## src/rtl/si5324_pkg.sv

```systemverilog
// Shared types and constants for the Si5324 power-up I2C sequencer.
package si5324_pkg;

  typedef enum logic [2:0] {
    RST_HOLD, RST_WAIT, MUX_WR, REG_WR, NEXT, DONE, ERR
  } top_state_e;

  typedef enum logic [2:0] {
    E_IDLE, E_START, E_BIT, E_STOP, E_GAP
  } eng_state_e;

  typedef enum logic [1:0] {
    CMD_START = 2'd0,
    CMD_WRITE = 2'd1,
    CMD_STOP  = 2'd2
  } i2c_cmd_e;

  localparam logic [6:0] DEF_MUX_ADDR = 7'h74;
  localparam logic [7:0] DEF_MUX_CHAN = 8'h10;
  localparam logic [6:0] DEF_DEV_ADDR = 7'h68;

  function automatic logic [7:0] addr_wr(input logic [6:0] addr);
    return {addr, 1'b0};
  endfunction

endpackage

```

## src/rtl/i2c_byte_master.sv

```systemverilog
// Quarter-period I2C engine: START, byte+ACK and STOP (with bus-idle gap)
// commands over open-drain SCL/SDA, honouring slave clock stretching.
module i2c_byte_master
  import si5324_pkg::*;
#(
  parameter int CLK_DIV = 250
) (
  input  logic       clk_i,
  input  logic       rst_i,
  input  logic       cmd_valid_i,
  output logic       cmd_ready_o,
  input  logic [1:0] cmd_i,
  input  logic [7:0] byte_i,
  output logic       rsp_valid_o,
  output logic       nack_o,
  output logic       scl_oe_o,
  input  logic       scl_i,
  output logic       sda_oe_o,
  input  logic       sda_i
);

  localparam int DIV_W = $clog2(CLK_DIV + 1);

  eng_state_e       state_q;
  logic [DIV_W-1:0] div_q;
  logic [1:0]       qtr_q;
  logic [3:0]       bit_q;
  logic [7:0]       shift_q;
  logic             scl_oe_q, sda_oe_q, rsp_valid_q, nack_q;
  logic [1:0]       scl_sync_q, sda_sync_q;
  logic             scl_s, sda_s, stretch, tick;

  assign scl_s   = scl_sync_q[1];
  assign sda_s   = sda_sync_q[1];
  // Released SCL still reading low means a slave is stretching the clock.
  assign stretch = !scl_oe_q && !scl_s;
  assign tick    = (state_q != E_IDLE) && !stretch && (div_q == DIV_W'(CLK_DIV - 1));

  assign cmd_ready_o = (state_q == E_IDLE);
  assign rsp_valid_o = rsp_valid_q;
  assign nack_o      = nack_q;
  assign scl_oe_o    = scl_oe_q;
  assign sda_oe_o    = sda_oe_q;

  always_ff @(posedge clk_i or posedge rst_i) begin
    if (rst_i) begin
      state_q     <= E_IDLE;
      div_q       <= '0;
      qtr_q       <= 2'd0;
      bit_q       <= 4'd0;
      shift_q     <= 8'h00;
      scl_oe_q    <= 1'b0;
      sda_oe_q    <= 1'b0;
      rsp_valid_q <= 1'b0;
      nack_q      <= 1'b0;
      scl_sync_q  <= 2'b11;
      sda_sync_q  <= 2'b11;
    end else begin
      scl_sync_q  <= {scl_sync_q[0], scl_i};
      sda_sync_q  <= {sda_sync_q[0], sda_i};
      rsp_valid_q <= 1'b0;
      if (state_q == E_IDLE || tick) div_q <= '0;
      else if (!stretch)             div_q <= div_q + 1'b1;

      case (state_q)
        E_IDLE: begin
          if (cmd_valid_i) begin
            qtr_q   <= 2'd0;
            bit_q   <= 4'd0;
            shift_q <= byte_i;
            case (cmd_i)
              CMD_START: state_q <= E_START;
              CMD_WRITE: begin state_q <= E_BIT;  scl_oe_q <= 1'b1; end
              default:   begin state_q <= E_STOP; scl_oe_q <= 1'b1; end
            endcase
          end
        end
        E_START: begin
          if (tick) begin
            qtr_q <= qtr_q + 2'd1;
            if (qtr_q == 2'd0) begin
              sda_oe_q <= 1'b1;
            end else begin
              state_q     <= E_IDLE;
              rsp_valid_q <= 1'b1;
              nack_q      <= 1'b0;
            end
          end
        end
        E_BIT: begin
          // Bit 8 is the ACK slot: SDA released, sampled mid SCL-high.
          if (tick) begin
            qtr_q <= qtr_q + 2'd1;
            case (qtr_q)
              2'd0: sda_oe_q <= (bit_q == 4'd8) ? 1'b0 : ~shift_q[7];
              2'd1: scl_oe_q <= 1'b0;
              2'd2: if (bit_q == 4'd8) nack_q <= sda_s;
              default: begin
                if (bit_q == 4'd8) begin
                  state_q     <= E_IDLE;
                  rsp_valid_q <= 1'b1;
                end else begin
                  bit_q    <= bit_q + 4'd1;
                  shift_q  <= {shift_q[6:0], 1'b0};
                  scl_oe_q <= 1'b1;
                end
              end
            endcase
          end
        end
        E_STOP: begin
          if (tick) begin
            qtr_q <= qtr_q + 2'd1;
            case (qtr_q)
              2'd0:    sda_oe_q <= 1'b1;
              2'd1:    scl_oe_q <= 1'b0;
              2'd2:    sda_oe_q <= 1'b0;
              default: state_q  <= E_GAP;
            endcase
          end
        end
        E_GAP: begin
          if (tick) begin
            qtr_q <= qtr_q + 2'd1;
            if (qtr_q == 2'd3) begin
              state_q     <= E_IDLE;
              rsp_valid_q <= 1'b1;
            end
          end
        end
        default: state_q <= E_IDLE;
      endcase
    end
  end

endmodule

```

## src/rtl/si5324_i2c_init.sv

```systemverilog
// Si5324 power-up sequencer: reset release, PCA9548 channel select, then
// one I2C register write per ROM entry; done/error are sticky until start.
module si5324_i2c_init
  import si5324_pkg::*;
#(
  parameter int         CLK_DIV     = 250,
  parameter int         RST_CYCLES  = 20000,
  parameter int         WAIT_CYCLES = 50000,
  parameter logic [6:0] MUX_ADDR    = DEF_MUX_ADDR,
  parameter logic [7:0] MUX_CHAN    = DEF_MUX_CHAN,
  parameter logic [6:0] DEV_ADDR    = DEF_DEV_ADDR,
  parameter int         NUM_REGS    = 32
) (
  input  logic        clk100,
  input  logic        sys_rst,
  input  logic        start,
  output logic [7:0]  rom_addr,
  input  logic [15:0] rom_data,
  output logic        scl_oe,
  input  logic        scl_i,
  output logic        sda_oe,
  input  logic        sda_i,
  output logic        i2c_rst_n,
  output logic        si5324_rst_n,
  output logic        busy,
  output logic        done,
  output logic        error
);

  localparam int CNT_MAX = (RST_CYCLES > WAIT_CYCLES) ? RST_CYCLES : WAIT_CYCLES;
  localparam int CNT_W   = $clog2(CNT_MAX + 1);

  top_state_e       state_q;
  logic [CNT_W-1:0] cnt_q;
  logic [2:0]       step_q;
  logic             pending_q, nack_seen_q, cmd_valid_q;
  logic [7:0]       reg_q, val_q, rom_addr_q;
  logic             rst_n_q, busy_q, done_q, error_q;

  logic       cmd_ready, rsp_valid, rsp_nack;
  logic [1:0] cmd;
  logic [7:0] cmd_byte;
  logic [2:0] stop_step;

  assign rom_addr     = rom_addr_q;
  assign i2c_rst_n    = rst_n_q;
  assign si5324_rst_n = rst_n_q;
  assign busy         = busy_q;
  assign done         = done_q;
  assign error        = error_q;

  // step 0 is START, the last step STOP, everything between a byte write.
  always_comb begin
    stop_step = (state_q == MUX_WR) ? 3'd3 : 3'd4;
    cmd       = CMD_WRITE;
    if (step_q == 3'd0)           cmd = CMD_START;
    else if (step_q == stop_step) cmd = CMD_STOP;
    case (step_q)
      3'd1:    cmd_byte = (state_q == MUX_WR) ? addr_wr(MUX_ADDR) : addr_wr(DEV_ADDR);
      3'd2:    cmd_byte = (state_q == MUX_WR) ? MUX_CHAN : reg_q;
      3'd3:    cmd_byte = val_q;
      default: cmd_byte = 8'h00;
    endcase
  end

  i2c_byte_master #(.CLK_DIV(CLK_DIV)) u_eng (
    .clk_i       (clk100),
    .rst_i       (sys_rst),
    .cmd_valid_i (cmd_valid_q),
    .cmd_ready_o (cmd_ready),
    .cmd_i       (cmd),
    .byte_i      (cmd_byte),
    .rsp_valid_o (rsp_valid),
    .nack_o      (rsp_nack),
    .scl_oe_o    (scl_oe),
    .scl_i       (scl_i),
    .sda_oe_o    (sda_oe),
    .sda_i       (sda_i)
  );

  always_ff @(posedge clk100 or posedge sys_rst) begin
    if (sys_rst) begin
      state_q     <= RST_HOLD;
      cnt_q       <= '0;
      step_q      <= 3'd0;
      pending_q   <= 1'b0;
      nack_seen_q <= 1'b0;
      cmd_valid_q <= 1'b0;
      reg_q       <= 8'h00;
      val_q       <= 8'h00;
      rom_addr_q  <= 8'h00;
      rst_n_q     <= 1'b0;
      busy_q      <= 1'b1;
      done_q      <= 1'b0;
      error_q     <= 1'b0;
    end else begin
      if (cmd_valid_q && cmd_ready) begin
        cmd_valid_q <= 1'b0;
        // ROM entry is latched as the START is accepted.
        if (step_q == 3'd0) begin
          reg_q <= rom_data[15:8];
          val_q <= rom_data[7:0];
        end
      end

      case (state_q)
        RST_HOLD: begin
          if (cnt_q == CNT_W'(RST_CYCLES - 1)) begin
            cnt_q   <= '0;
            rst_n_q <= 1'b1;
            state_q <= RST_WAIT;
          end else begin
            cnt_q <= cnt_q + 1'b1;
          end
        end
        RST_WAIT: begin
          if (cnt_q == CNT_W'(WAIT_CYCLES - 1)) begin
            cnt_q       <= '0;
            step_q      <= 3'd0;
            pending_q   <= 1'b0;
            nack_seen_q <= 1'b0;
            state_q     <= MUX_WR;
          end else begin
            cnt_q <= cnt_q + 1'b1;
          end
        end
        MUX_WR, REG_WR: begin
          if (!pending_q) begin
            cmd_valid_q <= 1'b1;
            pending_q   <= 1'b1;
          end else if (rsp_valid) begin
            pending_q <= 1'b0;
            if (step_q == stop_step) begin
              step_q <= 3'd0;
              if (nack_seen_q) begin
                state_q <= ERR;
                busy_q  <= 1'b0;
                error_q <= 1'b1;
              end else if (state_q == MUX_WR) begin
                state_q <= REG_WR;
              end else begin
                state_q <= NEXT;
              end
            end else if (cmd == CMD_WRITE && rsp_nack) begin
              nack_seen_q <= 1'b1;
              step_q      <= stop_step;
            end else begin
              step_q <= step_q + 3'd1;
            end
          end
        end
        NEXT: begin
          if (rom_addr_q == 8'(NUM_REGS - 1)) begin
            state_q <= DONE;
            busy_q  <= 1'b0;
            done_q  <= 1'b1;
          end else begin
            rom_addr_q <= rom_addr_q + 8'd1;
            state_q    <= REG_WR;
          end
        end
        DONE, ERR: begin
          if (start) begin
            done_q      <= 1'b0;
            error_q     <= 1'b0;
            busy_q      <= 1'b1;
            rom_addr_q  <= 8'h00;
            step_q      <= 3'd0;
            pending_q   <= 1'b0;
            nack_seen_q <= 1'b0;
            state_q     <= MUX_WR;
          end
        end
        default: state_q <= RST_HOLD;
      endcase
    end
  end

endmodule
```

## config.mk

```make
export PLATFORM = sky130hd
export DESIGN_NAME = si5324_i2c_init
export DESIGN_NICKNAME = d
export VERILOG_FILES = /design/src/rtl/si5324_pkg.sv /design/src/rtl/i2c_byte_master.sv /design/src/rtl/si5324_i2c_init.sv
export SDC_FILE = /design/constraint.sdc
export NUM_CORES = 1
export LEC_CHECK = 0
export ABC_AREA = 1
export BUFFER_PORTS_ARGS = -buffer_cell sky130_fd_sc_hd__buf_2
export CAP_MARGIN = 20
export CELL_PAD_IN_SITES_DETAIL_PLACEMENT = 1
export CELL_PAD_IN_SITES_GLOBAL_PLACEMENT = 1
export CORE_MARGIN = 4
export CORE_UTILIZATION = 39
export CTS_CLUSTER_DIAMETER = 100
export DETAILED_ROUTE_END_ITERATION = 16
export MAX_ROUTING_LAYER = met4
export PLACE_DENSITY_LB_ADDON = 0.12
export SLEW_MARGIN = 40
export SYNTH_ARGS = -nofsm -noshare
export SYNTH_HDL_FRONTEND = slang
export SYNTH_HIERARCHICAL = 1
export SYNTH_SLANG_ARGS = --single-unit
```

## constraint.sdc

```tcl
create_clock -name clk100 -period 2.6 [get_ports clk100]
set_input_delay 0.39 -clock clk100 [delete_from_list [all_inputs] [get_ports clk100]]
set_output_delay 0.39 -clock clk100 [all_outputs]
set_load 0.01 [all_outputs]
```

# After elaboration in Yosys (flattened, before gate mapping)
# Index checks and enable logic that the tools add are counted.
# totals
ff_bits	86
# op_classes
mux	112
n_bitwise	1
n_eq_ne	55
reduce_logical	46
n_addsub	6
# ops
operator	count
2-to-1 mux 3 bit	25
2-to-1 mux 8 bit	9
2-to-1 mux 1 bit	46
!= test 2 bit, second input constant	19
2-to-1 mux 16 bit	2
case mux 16 bit (2 select lines)	1
case mux 8 bit (2 select lines)	2
case mux 3 bit (5 select lines)	2
case mux 8 bit (3 select lines)	1
!= test 2 x 1 -> 1 bit, second input constant	11
AND reduction 7 bit	3
== test 3 x 2 -> 1 bit, second input constant	6
case mux 1 bit (3 select lines)	6
AND reduction 6 bit	3
adder 16 x 1 -> 16 bit, second input constant	1
adder 8 x 1 -> 8 bit, second input constant	2
== test 16 x 15 -> 1 bit, second input constant	1
== test 16 bit, second input constant	1
2-to-1 mux 4 bit	4
nonzero test 3 bit	5
== test 3 bit, second input constant	4
AND reduction 3 bit	4
nonzero test 2 bit	6
case mux 1 bit (2 select lines)	5
other kinds (30)	51

# Longest topological paths before layout
# Gate-level depths: netlist (run 1).
# depth
ltp_word	12
ltp_mapped	12

# Hierarchy
# The synthesis (run 1) kept the hierarchy.
# by_module_without_submodules
module	area_per_inst_um2	n_inst	cells_each
si5324_i2c_init	3096.7	1	390
i2c_byte_master	1938.1	1	263

# Worst setup path after synthesis (run 1)
# No wires, ideal clock.
# synth_timing
kind	register to register
from	register u_eng.state_q[0]
to	register val_q[5]
required_time_ns	2.472
stages_incl_launch_ff	7
period_less_slack_ns	1.619
setup_slack_ns	0.981
t_arrival_ns	1.492
path_buffers	1
path_cell_list	dfrtp_1 nor2_2 nand2_4 inv_1 nand3_2 buf_4 mux2_1
# synth_between
elab_chain_len	3
# synth_rtl
item	line	text
start: declaration	i2c_byte_master.sv:24	eng_state_e state_q;
start signal: assignment	i2c_byte_master.sv:47	state_q <= E_IDLE;
start signal: assignment	i2c_byte_master.sv:72	CMD_START: state_q <= E_START;
start signal: assignment	i2c_byte_master.sv:73	CMD_WRITE: begin state_q <= E_BIT; scl_oe_q <= 1'b1; end
logical NOT 3 bit	i2c_byte_master.sv:39	assign cmd_ready_o = (state_q == E_IDLE);
net cmd_ready	si5324_i2c_init.sv:40	logic cmd_ready, rsp_valid, rsp_nack;
logical AND 1 bit	si5324_i2c_init.sv:97	if (cmd_valid_q && cmd_ready) begin
AND reduction 2 bit (no line)	-	
end signal: assignment	si5324_i2c_init.sv:102	val_q <= rom_data[7:0];
end: declaration	si5324_i2c_init.sv:37	logic [7:0] reg_q, val_q, rom_addr_q;
# The timed path passes the listed nets, and every way through them passes these cells.
# A chain may end at the register's enable or synchronous reset.

==> impl_summary.txt, run 1 <==
----------------------------------------------------
[Synthesis]
  Most frequently used cell type in the post-synthesis netlist ... sky130_fd_sc_hd__nand2_1
  Synth cell count leaders ... sky130_fd_sc_hd__nand2_1, sky130_fd_sc_hd__dfrtp_1, sky130_fd_sc_hd__inv_1, sky130_fd_sc_hd__nor2_1, sky130_fd_sc_hd__nand3_1
  Synth top area share ... 40.3%
  Total standard cell area after synthesis ... 0.00503 mm²
  Largest cells by area after synthesis ... sky130_fd_sc_hd__dfrtp_1, sky130_fd_sc_hd__nand2_1, sky130_fd_sc_hd__inv_1, sky130_fd_sc_hd__nor2_1, sky130_fd_sc_hd__nand3_1
  Proportion of synthesized flip-flops having asynchronous set or reset ... 100%
  Synthesized area divided by synthesized cell count ... 7.71 µm²
  Syn. warnings ... 6
  Post-synthesis cell type with the largest combined area ... sky130_fd_sc_hd__dfrtp_1
  Yosys cell types ... 44
  Post-synthesis cell count ... 653
  Yosys reg bits ... 86
  Share of the yosys chip area belonging to registers ... 42.9%
  Net Count, Synth ... 689
  Count of flip-flops with a built-in enable after synthesis ... 0
  Post-synth top flop ... sky130_fd_sc_hd__dfrtp_1

[Job]
  Total of max-cap violations ... 0

[Floorplan]
  Total I/O pin count ... 36
  Die outline area ... 0.0148 mm²
  Area of the core ... 0.0126 mm²
  Effective utilization at floorplan ... 39.9%
  Height of the chip ... 122 µm
  Floorplan row count ... 41
  Horizontal extent of the die ... 122 µm

[CTS]
  Worst skew pair latency ... 0.35 ns
  Hold Buf Count CTS ... 0
  Post-CTS clock slew at the launch and capture registers of the worst setup and hold paths ... 0.06 ns
  Clock root buffer ... sky130_fd_sc_hd__clkbuf_16
  Total setup buffers inserted after CTS ... 0
  Number of clock buffers inserted by TritonCTS ... 9
  TritonCTS sink count ... 86
  Post-CTS resize count ... 0
  H-tree depth ... 3
  Clk buf depth ... 2
  TritonCTS clock tree ... done

[Setup path]
  Largest fanout on the critical path ... 7
  Number of cells on the worst reg-to-reg path ... 10
  Setup crit start kind ... flop
  Crit end category ... flop
  Setup slack of the most critical reg-to-reg path ... 0.48 ns
  Kind of critical path ... reg -> reg
  Required time reported for the critical path endpoint ... 2.83 ns
  FF-to-FF Start ... state_q[0]
  Endpoint of the most critical register-to-register path ... u_eng/scl_oe_o
  Worst path arrival time ... 2.35 ns

[Route]
  WL/cell ... 14.6 µm
  Vias per cell ... 5.02
  Final Routed Wirelength ... 12.7 mm
  Count of antenna-violating nets left after detailed routing ... 0
  Via count of the routed design ... 4374
  Post-route DRC violation count ... 0
  Number of iterations in the first detailed-routing pass ... 4
  Number of violations reported at the end of detailed-routing iteration 0 ... 150

[Timing]
  Final setup skew ... 0.0122 ns
  FMAX ... 472 MHz
  Number of slew-limit violations in the final report ... 0
  Post-route fraction of the period consumed by the critical path ... 81.5%
  Final setup violation count ... 0
  Final Critical Period ... 2.12 ns
  Worst slew pin tran ... 0.549 ns
  Number of failing hold endpoints at the final stage ... 0
  Worst slew margin ... 63.1%
  Setup repair after global routing missed its margin ... no
  Worst setup margin ... 0.480 ns
  Sum of negative setup slack ... 0 ns

[Final layout]
  Relative area change from synthesis to final layout ... 13.1%
  Final-layout fill cell count ... 1634
  Share of cells above drive strength 1 ... 15.9%
  # nets final ... 730
  Diodes inserted ... 0

[Placed design]
  Post-placement worst setup slack ... 0.518 ns
  Sum of net half-perimeters after detailed placement ... 9.71 mm
  Port Buffers ... 35
  Gpl congestion ... 0.815

[Pwr]
  Power per unit of standard cell area ... 484 mW/mm²
  Max IR drop VDD ... 0.000387 V
  Total leakage power ... 2.74 nW

[Global routing]
  GR Overflow Total ... 0
  Number of antenna violations at the first check in global routing ... 0
  Global-route wire length before repair ... 22.3 mm
  Maximum number of pins on one net before global-route repair ... 34
  Via count of the first global-routing pass ... 4595
  All-Layer GR Usage ... 19.2%

[Min path]
  Tightest Hold Check Type ... in -> async

[Run status]
  Result of the run ... finished, final reports clean

----------------------------------------------------
worst max-delay path by stage:
stage / from / endpoint / slack, ns / cells past startpoint
after floorplan: sys_rst / cmd_valid_q / 0.93 / 1
after global placement: state_q[0] / u_eng/scl_oe_o / 0.54 / 10
after detailed placement: state_q[0] / u_eng/scl_oe_o / 0.52 / 10
after CTS: state_q[0] / u_eng/scl_oe_o / 0.48 / 10
after global routing: state_q[0] / u_eng/scl_oe_o / 0.23 / 10
final: state_q[0] / u_eng/scl_oe_o / 0.48 / 10
cell usage in the layout (no fill, tap or decap), drive strengths merged, types with 2 or more instances in the layout:
master    synthesis  final
mux2             16     16
clkinvlp          0      2
a22oi             2      2
o21ai            27     27
clkbuf            2     11
buf               9     41
a21oi            27     27
nand2           202    202
inv              77     77
o31ai             4      4
nand3            53     53
nor3              5      5
ha               15     15
xor2             15     15
nor2             82     82
clkinv            1      3
dfrtp            81     81
xnor2             2      2
nand4            14     14
o22ai             3      3
nand3b            4      4
dfstp             5      5
report_power, final:
| part | switching, mW | internal [mW] |
|---|---|---|
| combinational | 0.0415 | 0.0253 |
| clock | 0.553 | 0.771 |
| sequential | 0.00932 | 1.36 |
critical path, stage by stage, from the launching register on:
cell                      delay, ns
sky130_fd_sc_hd__dfrtp_1       0.45
sky130_fd_sc_hd__inv_1         0.13
sky130_fd_sc_hd__nand2_1       0.09
sky130_fd_sc_hd__nor2_2        0.28
sky130_fd_sc_hd__nand2_1       0.12
sky130_fd_sc_hd__nand2_2       0.14
sky130_fd_sc_hd__nor2_1        0.07
sky130_fd_sc_hd__o21ai_0       0.32
sky130_fd_sc_hd__o21ai_0       0.22
sky130_fd_sc_hd__nand3_1       0.13
sky130_fd_sc_hd__nand2_1       0.06
metrics by stage:
step	hold WS [ns]	util, %	instances	total power [mW]	area, µm²
after floorplan	0.345	-	653	1.42	5030
after global placement	0.348	42.8	855	1.46	5400
after detailed placement	0.349	42.8	855	1.46	5400
after CTS	0.101	45.1	871	2.81	5700
after global routing	0.130	45.1	871	2.86	5700
final	0.0895	45.1	871	2.76	5700
final cells by class:
type                       instances  area, µm²  area share, %
multi-input combinational        478       2510           44.0
inverter                          78        294           5.16
clock inverter                     5       58.8           1.03
timing repair buffer              41        220           3.87
tap                              172        215           3.78
sequential                        86       2160           37.9
clock buffer                      11        243           4.26
per-layer routing:
layer / up-vias / part of all wire, % / GRT usage, %
met1: 2143 / 48 / 24.5
met2: 42 / 48 / 31.3
met4: 0 / 2.1 / 7.07
met5: - / 0 / -
li1: 2170 / - / -
met3: 19 / 2.0 / 2.74
cell families after synthesis:
kind of cell	Yosys count	synth area share (%)
flip-flops	86	42.9
XOR/XNOR	17	2.96
adder cells (fa/ha/maj)	15	3.73
AO/OA/AOI/OAI	69	7.93
AND/OR/NAND/NOR	361	31.6
multiplexers	16	3.58
buffers and inverters	89	7.33
registers in the layout, summed over array words and instances (netlist names), 2 cells and up:
name and cells:
state_q 3, step_q 3, u_eng/qtr_q 2, reg_q 8
u_eng/scl_sync_q 2, rom_addr 8, u_eng/sda_sync_q 2, u_eng/shift_q 8
val_q 8, cnt_q 16, u_eng/div_q 8, u_eng/bit_q 4
u_eng/state_q 3
Note: power is estimated with default switching activity, not from simulation.
==> inputs of run 2 (changes only) <==
Clock period 2.6 ns to 1.8 ns, I/O delays scaled along.
==> run 2 against run 1 <==
Effect of this change:
- clock power increased by 55%
- global-route usage grew 0.64 points
- power grew 50%
- critical endpoint is now u_eng/shift_q[7]
- final area increased by 5.2%
- sequential power grew 44%
- maximum frequency up 24%
- highest routed layer unchanged
==> impl_summary.txt, run 2 (same netlist as run 1, synthesis figures left out) <==
----------------------------------------------------
[Floorplan]
  Horizontal extent of the die ... 122 µm
  Floorplan row count ... 41
  Area of the core ... 0.0126 mm²
  Effective utilization at floorplan ... 39.9%
  Total I/O pin count ... 36
  Die outline area ... 0.0148 mm²
  Height of the chip ... 122 µm

[Pwr]
  Power per unit of standard cell area ... 688 mW/mm²
  Fraction of power spent switching nets ... 21.1%
  Max IR drop VDD ... 0.000421 V
  Portion of total power attributed to sequential cells ... 47.9%
  Total internal power ... 3.25 mW
  Clock share of power ... 49.6%
  Combinational share of power ... 2.5%
  Total leakage power ... 2.88 nW
  Total net switching power ... 871 µW

[Global routing]
  All-Layer GR Usage ... 19.9%
  GR Overflow Total ... 0
  Global-route wire length before repair ... 23.0 mm
  Maximum number of pins on one net before global-route repair ... 54
  Number of antenna violations at the first check in global routing ... 0
  Via count of the first global-routing pass ... 4873

[Timing]
  Final Critical Period ... 1.71 ns
  Number of slew-limit violations in the final report ... 0
  Worst setup margin ... 0.0943 ns
  FMAX ... 586 MHz
  Number of failing hold endpoints at the final stage ... 0
  Final setup violation count ... 0
  Post-route fraction of the period consumed by the critical path ... 94.8%
  Worst slew pin tran ... 0.445 ns
  Worst slew margin ... 70.3%
  Final setup skew ... 0.00745 ns

[Final layout]
  Diodes inserted ... 0
  Max reg flops ... 16
  Commonest cells after routing, fill and taps aside ... sky130_fd_sc_hd__nand2_1, sky130_fd_sc_hd__dfrtp_1, sky130_fd_sc_hd__inv_1, sky130_fd_sc_hd__nor2_1, sky130_fd_sc_hd__nand3_1
  Relative area change from synthesis to final layout ... 19.1%
  Utilization after layout ... 47.5%
  # nets final ... 755
  Share of cells above drive strength 1 ... 21.5%
  Register with the most flip-flops ... cnt_q
  Commonest non-fill, non-tap cell in the layout ... sky130_fd_sc_hd__nand2_1

[Route]
  WL/cell ... 14.6 µm
  Via count of the routed design ... 4499
  Post-route DRC violation count ... 0
  Number of violations reported at the end of detailed-routing iteration 0 ... 151
  Vias per cell ... 5.02
  Count of antenna-violating nets left after detailed routing ... 0
  Final Routed Wirelength ... 13.1 mm
  Number of iterations in the first detailed-routing pass ... 4

[Setup path]
  Crit end category ... flop
  Most repeated library cell on the critical path ... sky130_fd_sc_hd__nand2_1
  Worst path arrival time ... 1.95 ns
  Largest fanout on the critical path ... 8
  Critical-path top delay cell ... sky130_fd_sc_hd__dfrtp_2
  Slowest stage delay, CP ... 0.44 ns
  Setup slack of the most critical reg-to-reg path ... 0.09 ns
  Kind of critical path ... reg -> reg
  Setup crit start kind ... flop
  Required time reported for the critical path endpoint ... 2.04 ns
  Worst path cell trace ... ha_1, ha_1, a22oi_1, a21oi_1, nand2_1, nand2_1, nand3_1, nand2_1

[Placed design]
  Port Buffers ... 35
  Sum of net half-perimeters after detailed placement ... 9.66 mm
  Gpl congestion ... 0.832
  Post-placement worst setup slack ... -0.0454 ns

[CTS]
  Worst skew pair latency ... 0.35 ns
  Clock root buffer ... sky130_fd_sc_hd__clkbuf_16
  TritonCTS clock tree ... done
  Number of clock buffers inserted by TritonCTS ... 9
  Post-CTS clock slew at the launch and capture registers of the worst setup and hold paths ... 0.06 ns
  TritonCTS sink count ... 86
  H-tree depth ... 3
  Clk buf depth ... 2

[Run status]
  Result of the run ... finished, final reports clean

[Job]
  Total of max-cap violations ... 0

[Min path]
  Tightest Hold Check Type ... in -> reg

----------------------------------------------------
## run 2: changes by cell type in the layout (fill, tap and decap cells not counted), sizes merged
cell and change:
clkbuf -1, dlygate4sd3 +2, buf +23, bufinv +1
## run 2: worst paths after layout
check | end | depth (start not counted) | from
setup reg to reg | u_eng/shift_q[7] | 8 | step_q[0]
setup / recovery | u_eng/shift_q[7] | 8 | step_q[0]
max in group asynchronous | u_eng/sda_sync_q[1] | 4 | sys_rst
hold reg to reg | u_eng/scl_sync_q[1] | 0 | u_eng/scl_sync_q[0]
hold / removal | u_eng/sda_sync_q[0] | 1 | sda_i
min in group asynchronous | cnt_q[10] | 4 | sys_rst
## run 2: routing by layer
layer	vias to the layer above	GRT usage [%]	part of all wire (%)
met1	2197	24.6	46
met4	0	8.12	2.1
met3	21	2.74	2.2
met2	52	32.8	50
li1	2229	-	-
met5	-	-	0
## run 2: area by class of cell
class,count,area (µm²)
fillers,1604,6630
multi-input cells,478,2570
flip-flops and latches,86,2160
repair buffers,66,429
inverters,78,294
clock buffers,10,239
well taps,172,215
clock inverters,6,85.1
## run 2: what timing repair did
action,in CTS,in global routing
endpoints found under the setup margin,10,35
buffers inserted,0,5
gates cloned,0,0
gates resized for setup,2,26
pin swaps,0,4
hold buffers,1,1
hold endpoints to repair,52,1
## run 2: power by group through the flow
stage | registers [mW] | clock network (mW) | logic, mW
2_1_floorplan | 2.01 | 0 | 0.0508
3_3_place_gp | 2.01 | 0 | 0.101
3_5_place_dp | 2.01 | 0 | 0.105
4_1_cts | 1.97 | 2.10 | 0.107
5_1_grt | 1.98 | 2.22 | 0.119
6_report | 1.97 | 2.05 | 0.103
## run 2: metrics by stage
stage          setup TNS, ns  total power, mW  cell area [µm²]  instances  hold slack, ns
4_1_cts                    0             4.18             5880        890         0.00462
2_1_floorplan              0             2.06             5030        653           0.274
6_report                   0             4.12             5990        896          0.0206
3_5_place_dp         -0.0918             2.11             5540        873           0.349
5_1_grt               -0.160             4.31             5990        896         0.00626
3_3_place_gp        -0.00607             2.11             5540        873           0.346
## run 2: worst max-delay path, delay by kind of cell (launching register included)
family          cells  cell delay [ns]
flops               1             0.44
compound gates      2             0.38
fa+ha+maj           2             0.52
simple gates        4             0.26
